===== src/rtl/cpu_ctrl_gen2.sv =====
// Front-panel CPU controller: instruction latch, decode/execute/writeback sequencing and an
// HD44780 LCD driver. Define DISPLAY_HEX_EN to render DISPLAY values as ASCII hex.
module cpu_ctrl_gen2 #(
  parameter int unsigned DATA_W       = 16,
  parameter int unsigned LCD_DELAY    = 50000,
  parameter int unsigned LCD_E_CYCLES = 12
) (
  input  logic              clk,
  input  logic              reset,
  input  logic              key_power,
  input  logic              key_send,
  input  logic [17:0]       instr,
  input  logic [DATA_W-1:0] rf_rdata_a,
  input  logic [DATA_W-1:0] rf_rdata_b,
  input  logic [DATA_W-1:0] alu_result,
  output logic              led_off,
  output logic              led_ready,
  output logic              busy,
  output logic              rf_we,
  output logic [3:0]        rf_waddr,
  output logic [3:0]        rf_raddr_a,
  output logic [3:0]        rf_raddr_b,
  output logic [DATA_W-1:0] rf_wdata,
  output logic [2:0]        alu_op,
  output logic [DATA_W-1:0] alu_a,
  output logic [DATA_W-1:0] alu_b,
  output logic [7:0]        lcd_data,
  output logic              lcd_rs,
  output logic              lcd_rw,
  output logic              lcd_e
);

  localparam int unsigned NIB     = DATA_W / 4;
  localparam int unsigned CNT_MAX = (LCD_DELAY > LCD_E_CYCLES) ? LCD_DELAY : LCD_E_CYCLES;
  localparam int unsigned CNT_W   = $clog2(CNT_MAX + 1);
  localparam int unsigned IDX_W   = $clog2(NIB + 2);
`ifdef DISPLAY_HEX_EN
  localparam int unsigned DISP_LAST = NIB;
`else
  localparam int unsigned DISP_LAST = 1;
`endif

  localparam logic [2:0] OpLoad    = 3'b000;
  localparam logic [2:0] OpAdd     = 3'b001;
  localparam logic [2:0] OpAddi    = 3'b010;
  localparam logic [2:0] OpSub     = 3'b011;
  localparam logic [2:0] OpSubi    = 3'b100;
  localparam logic [2:0] OpMuli    = 3'b101;
  localparam logic [2:0] OpClear   = 3'b110;
  localparam logic [2:0] OpDisplay = 3'b111;

  typedef enum logic [2:0] {
    StOff, StInit, StIdle, StDecode, StExecute, StWriteback, StLcdXfer, StLcdWait
  } state_e;

  state_e            state_q, state_d;
  logic              key_power_q, key_send_q;
  logic [17:0]       instr_q, instr_d;
  logic [DATA_W-1:0] alu_res_q, alu_res_d;
  logic [CNT_W-1:0]  cnt_q, cnt_d;
  logic [IDX_W-1:0]  idx_q, idx_d;
  logic              lcd_init_q, lcd_init_d;
  logic [7:0]        lcd_data_q;
  logic              lcd_rs_q;
  logic              load_byte;
  logic [IDX_W-1:0]  sel_idx, last_idx;
  logic              sel_init;
  logic [7:0]        sel_data;
  logic              sel_rs;

  logic              power_edge, send_edge;
  logic [2:0]        op;
  logic              is_rtype;
  logic [3:0]        rd, rs1, rs2;
  logic [DATA_W-1:0] imm_sext;

  assign power_edge = key_power_q & ~key_power;
  assign send_edge  = key_send_q & ~key_send;

  assign op       = instr_q[17:15];
  assign is_rtype = (op == OpAdd) || (op == OpSub);
  assign rd       = is_rtype ? instr_q[11:8] : (op == OpClear) ? instr_q[3:0] : instr_q[14:11];
  assign rs1      = is_rtype ? instr_q[7:4] : (op == OpDisplay) ? instr_q[3:0] :
                    (op == OpClear) ? 4'h0 : instr_q[10:7];
  assign rs2      = is_rtype ? instr_q[3:0] : 4'h0;
  assign imm_sext = {{(DATA_W-7){instr_q[6]}}, instr_q[6:0]};

  function automatic logic [7:0] hex_char(input logic [3:0] n);
    hex_char = (n < 4'd10) ? (8'h30 + {4'h0, n}) : (8'h37 + {4'h0, n});
  endfunction

  // Byte to launch next: index 0 of a DISPLAY is the clear command, chars follow.
  assign sel_idx  = (state_q == StLcdWait) ? idx_q + IDX_W'(1) : '0;
  assign sel_init = (state_q == StDecode) ? 1'b0 : lcd_init_q;
  assign last_idx = lcd_init_q ? IDX_W'(3) : IDX_W'(DISP_LAST);

  always_comb begin
    sel_data = 8'h00;
    sel_rs   = 1'b0;
    if (sel_init) begin
      case (sel_idx)
        IDX_W'(0): sel_data = 8'h38;
        IDX_W'(1): sel_data = 8'h0C;
        IDX_W'(2): sel_data = 8'h01;
        default:   sel_data = 8'h06;
      endcase
    end else if (sel_idx == '0) begin
      sel_data = 8'h01;
    end else begin
      sel_rs = 1'b1;
`ifdef DISPLAY_HEX_EN
      for (int k = 0; k < int'(NIB); k++) begin
        if (sel_idx == IDX_W'(int'(NIB) - k)) sel_data = hex_char(rf_rdata_a[4*k +: 4]);
      end
`else
      sel_data = rf_rdata_a[7:0];
`endif
    end
  end

  always_comb begin
    state_d    = state_q;
    cnt_d      = cnt_q;
    idx_d      = idx_q;
    lcd_init_d = lcd_init_q;
    instr_d    = instr_q;
    alu_res_d  = alu_res_q;
    load_byte  = 1'b0;
    unique case (state_q)
      StOff: begin
        if (power_edge) begin
          state_d    = StInit;
          lcd_init_d = 1'b1;
          idx_d      = '0;
        end
      end
      StInit: begin
        load_byte = 1'b1;
        cnt_d     = '0;
        state_d   = StLcdXfer;
      end
      StIdle: begin
        if (power_edge) begin
          state_d = StOff;
        end else if (send_edge) begin
          instr_d = instr;
          state_d = StDecode;
        end
      end
      StDecode: begin
        unique case (op)
          OpLoad, OpClear: state_d = StWriteback;
          OpDisplay: begin
            lcd_init_d = 1'b0;
            idx_d      = '0;
            load_byte  = 1'b1;
            cnt_d      = '0;
            state_d    = StLcdXfer;
          end
          default: state_d = StExecute;
        endcase
      end
      StExecute: begin
        // Operands are only driven here, so capture the ALU result for writeback.
        alu_res_d = alu_result;
        state_d   = StWriteback;
      end
      StWriteback: state_d = StIdle;
      StLcdXfer: begin
        if (cnt_q == CNT_W'(LCD_E_CYCLES - 1)) begin
          cnt_d   = '0;
          state_d = StLcdWait;
        end else begin
          cnt_d = cnt_q + CNT_W'(1);
        end
      end
      StLcdWait: begin
        if (cnt_q == CNT_W'(LCD_DELAY - 1)) begin
          cnt_d = '0;
          if (idx_q == last_idx) begin
            state_d = StIdle;
          end else begin
            idx_d     = idx_q + IDX_W'(1);
            load_byte = 1'b1;
            state_d   = StLcdXfer;
          end
        end else begin
          cnt_d = cnt_q + CNT_W'(1);
        end
      end
      default: state_d = StOff;
    endcase
  end

  always_ff @(posedge clk or posedge reset) begin
    if (reset) begin
      state_q     <= StOff;
      key_power_q <= 1'b1;
      key_send_q  <= 1'b1;
      instr_q     <= '0;
      alu_res_q   <= '0;
      cnt_q       <= '0;
      idx_q       <= '0;
      lcd_init_q  <= 1'b0;
      lcd_data_q  <= 8'h00;
      lcd_rs_q    <= 1'b0;
    end else begin
      state_q     <= state_d;
      key_power_q <= key_power;
      key_send_q  <= key_send;
      instr_q     <= instr_d;
      alu_res_q   <= alu_res_d;
      cnt_q       <= cnt_d;
      idx_q       <= idx_d;
      lcd_init_q  <= lcd_init_d;
      if (load_byte) begin
        lcd_data_q <= sel_data;
        lcd_rs_q   <= sel_rs;
      end
    end
  end

  always_comb begin
    rf_we      = 1'b0;
    rf_waddr   = 4'h0;
    rf_raddr_a = 4'h0;
    rf_raddr_b = 4'h0;
    rf_wdata   = '0;
    alu_op     = 3'b000;
    alu_a      = '0;
    alu_b      = '0;
    unique case (state_q)
      StDecode: begin
        rf_raddr_a = rs1;
        rf_raddr_b = rs2;
      end
      StExecute: begin
        rf_raddr_a = rs1;
        rf_raddr_b = rs2;
        alu_a      = rf_rdata_a;
        alu_b      = is_rtype ? rf_rdata_b : imm_sext;
        unique case (op)
          OpSub, OpSubi: alu_op = 3'b001;
          OpMuli:        alu_op = 3'b010;
          default:       alu_op = 3'b000;
        endcase
      end
      StWriteback: begin
        rf_we    = 1'b1;
        rf_waddr = rd;
        unique case (op)
          OpLoad:  rf_wdata = imm_sext;
          OpClear: rf_wdata = '0;
          default: rf_wdata = alu_res_q;
        endcase
      end
      StLcdXfer, StLcdWait: begin
        if (!lcd_init_q) rf_raddr_a = rs1;
      end
      default: ;
    endcase
  end

  assign led_off   = (state_q == StOff);
  assign led_ready = (state_q == StIdle);
  assign busy      = (state_q != StOff) && (state_q != StIdle);
  assign lcd_e     = (state_q == StLcdXfer);
  assign lcd_rw    = 1'b0;
  assign lcd_data  = lcd_data_q;
  assign lcd_rs    = lcd_rs_q;

endmodule


===== config.mk =====
export PLATFORM = sky130hd
export DESIGN_NAME = cpu_ctrl_gen2
export DESIGN_NICKNAME = d
export VERILOG_FILES = /design/src/rtl/cpu_ctrl_gen2.sv
export SDC_FILE = /design/constraint.sdc
export NUM_CORES = 1
export LEC_CHECK = 0
export CAP_MARGIN = 10
export CORE_ASPECT_RATIO = 0.8
export CORE_MARGIN = 8
export CORE_UTILIZATION = 45
export CTS_CLUSTER_SIZE = 25
export DETAILED_ROUTE_END_ITERATION = 10
export PLACE_DENSITY = 0.81
export SYNTH_ARGS = -nofsm -noshare
export SYNTH_HDL_FRONTEND = slang
export SYNTH_SLANG_ARGS = --single-unit

===== constraint.sdc =====
create_clock -name clk -period 3 [get_ports clk]
set_input_delay 0.6 -clock clk [delete_from_list [all_inputs] [get_ports clk]]
set_output_delay 0.6 -clock clk [all_outputs]
set_load 0.02 [all_outputs]

==> impl_metrics.env <==
export IMPL_tns_ps=0
export IMPL_met1_usage=0.246
export IMPL_synthTopCellsByArea="dfrtp_1 41%, nand2_1 9.9%, a21oi_1 6.3%"
export IMPL_insertion_delay_ps=340
export IMPL_vias=4041
export IMPL_port_buffers=145
export IMPL_crit_chain="nand3_2, mux2i_1, a211oi_1, clkdlybuf4s50_1"
export IMPL_grt_overflow=0
export IMPL_slowest_stage="clkdlybuf4s50_1"
export IMPL_cap_viol_max_count=0
export IMPL_postSynthAreaPerCell_um2=8.27
export IMPL_leakagePower_uw=0.00275
export IMPL_cts_root_buf="clkbuf_8"
export IMPL_fin_skew_ps=14.6
export IMPL_fin_util=0.661
export IMPL_fmax_mhz=345
export IMPL_yosysUniqueCellTypes=51
export IMPL_cp_data_arrival_time_ps=2300
export IMPL_finalMaxSlewViolations=0
export IMPL_grt_busiest_layer="met2"
export IMPL_rows=31
export IMPL_die_h_um=101
export IMPL_ios=148
export IMPL_drive_above_1_share=0.106
export IMPL_grt_usage=0.209
export IMPL_powerDensity_mw_per_mm2=711
export IMPL_postCtsSetupBuffers=0
export IMPL_grt_max_degree=29
export IMPL_crit_fanout=12
export IMPL_grt_pass1_vias=4116
export IMPL_dp_hpwl_mm=9.64
export IMPL_die_w_um=122
export IMPL_report_final_hold_viol_count=0
export IMPL_synth_async_reset_ratio=1.00
export IMPL_synth_edf_count=0
export IMPL_drt_wl_total_mm=12.6
export IMPL_numClockSinks=68
export IMPL_postSynthRegisterBits=68
export IMPL_vias_per_cell=5.40
export IMPL_yosys_most_used_dff="dfrtp_1"
export IMPL_dieArea_mm2=0.0123
export IMPL_clk_pin_slew_ps=70
export IMPL_seq_area_frac_synth=0.422
export IMPL_netlist_area_mm2=0.00404
export IMPL_cts_max_path_buffers=2
export IMPL_yosysMostFrequentCell="nand2_1"
export IMPL_status="completed"
export IMPL_netlist_top_cells_count="107 x nand2_1, 66 x dfrtp_1, 51 x a21oi_1"
export IMPL_synth_top_area_frac=0.409
export IMPL_grt_pass1_wl_mm=20.6
export IMPL_ctsHoldBuffers=0
export IMPL_worstPathRequired_ps=2400
export IMPL_gp_congestion=0.870
export IMPL_hold_class="register to register"
export IMPL_numCtsBuffers=9
export IMPL_cts_tree="yes"
export IMPL_route_detailed_drc=0
export IMPL_diodes=0
export IMPL_finalSetupViolCount=0
export IMPL_crit_path_max_incr_delay_ps=670
export IMPL_period_needed_ps=2900
export IMPL_nets=702
export IMPL_area_growth_pct=45.2
export IMPL_rsz0062_at_grt="no"
export IMPL_yosysTopAreaCell="dfrtp_1"
export IMPL_met2_usage=0.346
export IMPL_ir_worst_vdd_uv=315
export IMPL_coreArea_mm2=0.00888
export IMPL_antenna_found_initial=0
export IMPL_drtIter0Drc=235
export IMPL_ys_warn_count=0
export IMPL_wire_per_inst_um=16.8
export IMPL_firstDrtPassIters=4
export IMPL_use_met3=0.0885
export IMPL_end_kind="output port"
export IMPL_synth_cells=489
export IMPL_cp_start_kind="register"
export IMPL_critPathKind="register to output port"
export IMPL_ant_nets=0
export IMPL_period_share=0.966
export IMPL_h_tree_depth=3
export IMPL_floorplan_initialDensity=0.455
## path summary, 6_finish.rpt
kind | cells past startpoint | startpoint | slack (ps) | endpoint
min in group asynchronous | 2 | reset | 520 | instr_q[8]$_DFFE_PP0P_
hold reg to reg | 2 | lcd_data[7]$_DFFE_PP0P_ | 480 | lcd_data[7]$_DFFE_PP0P_
max in group asynchronous | 3 | reset | 1810 | idx_q[1]$_DFFE_PP0P_
hold / removal | 2 | lcd_data[7]$_DFFE_PP0P_ | 480 | lcd_data[7]$_DFFE_PP0P_
setup / recovery | 4 | instr_q[16]$_DFFE_PP0P_ | 100 | rf_waddr[0]
setup reg to reg | 5 | cnt_q[12]$_DFFE_PP0P_ | 520 | cnt_q[7]$_DFFE_PP0P_
## logic make-up after synthesis
logic type | share of synthesized area
compound gates | 0.198
fa+ha+maj | 0.00867
xor+xnor | 0.00867
other cells | 0.000928
flops | 0.422
mux | 0.0628
buf+inv | 0.0421
simple gates | 0.257
## flip-flops by register name, indices dropped and copies added (netlist names)
register	count
alu_res_q	16
cnt_q	16
idx_q	3
instr_q	18
key_power_q	1
key_send_q	1
lcd_data	8
lcd_init_q	1
lcd_rs	1
state_q	3
## stage by stage
stage                     hold WS, ps  cell area [um2]  total power (uW)  worst slack (ps)  instances
after floorplan                   446             4050              2780               533        490
after global placement            462             5610              3320               362        733
after detailed placement          468             5610              3410               246        733
after CTS                         490             5810              4170              4.39        748
after global routing              505             5870              4500              7.99        749
final                             483             5870              4170               103        749
## routing by layer
layer | routed length (um) | vias up
li1 | - | 1996
met1 | 5250 | 1918
met2 | 6040 | 120
met3 | 1220 | 7
met4 | 74 | 0
met5 | 0 | -
## cell usage in the layout (no fill, tap or decap), types with 10 or more instances in the layout
| master | n |
|---|---|
| a21oi_1 | 50 |
| a31oi_1 | 10 |
| and2_1 | 21 |
| buf_4 | 13 |
| clkbuf_8 | 10 |
| clkdlybuf4s50_1 | 130 |
| dfrtp_1 | 64 |
| dlymetal6s2s_1 | 14 |
| mux2_2 | 19 |
| nand2_1 | 105 |
| nand3_1 | 20 |
| nor2_1 | 32 |
| o21a_1 | 10 |
| o21ai_0 | 25 |
## area by class of cell
cell class,instances,area (um2)
well taps,115,144
flip-flops and latches,68,1710
inverters,11,42.5
repair buffers,159,1590
multi-input cells,381,2200
fillers,734,3010
clock inverters,4,50.0
clock buffers,11,141
## worst max-delay path: cells and delay by family (launching register included)
kind / cells / cell delay [ps]
AO/OA/AOI/OAI: 1 / 320
buffers and inverters: 1 / 670
flip-flops: 1 / 560
multiplexers: 1 / 170
AND/OR/NAND/NOR: 1 / 230
## power breakdown
group	total, uW	internal [uW]	switching [uW]
sequential	1540	1220	319
clock	743	401	342
combinational	1890	815	1070
total	4170	2440	1730
## timing repair
item                       4_1_cts  5_1_grt
pin swaps                        0        1
setup endpoints to repair       26       48
resized for setup                6       20
No activity file was read; power rests on OpenSTA's default activity.
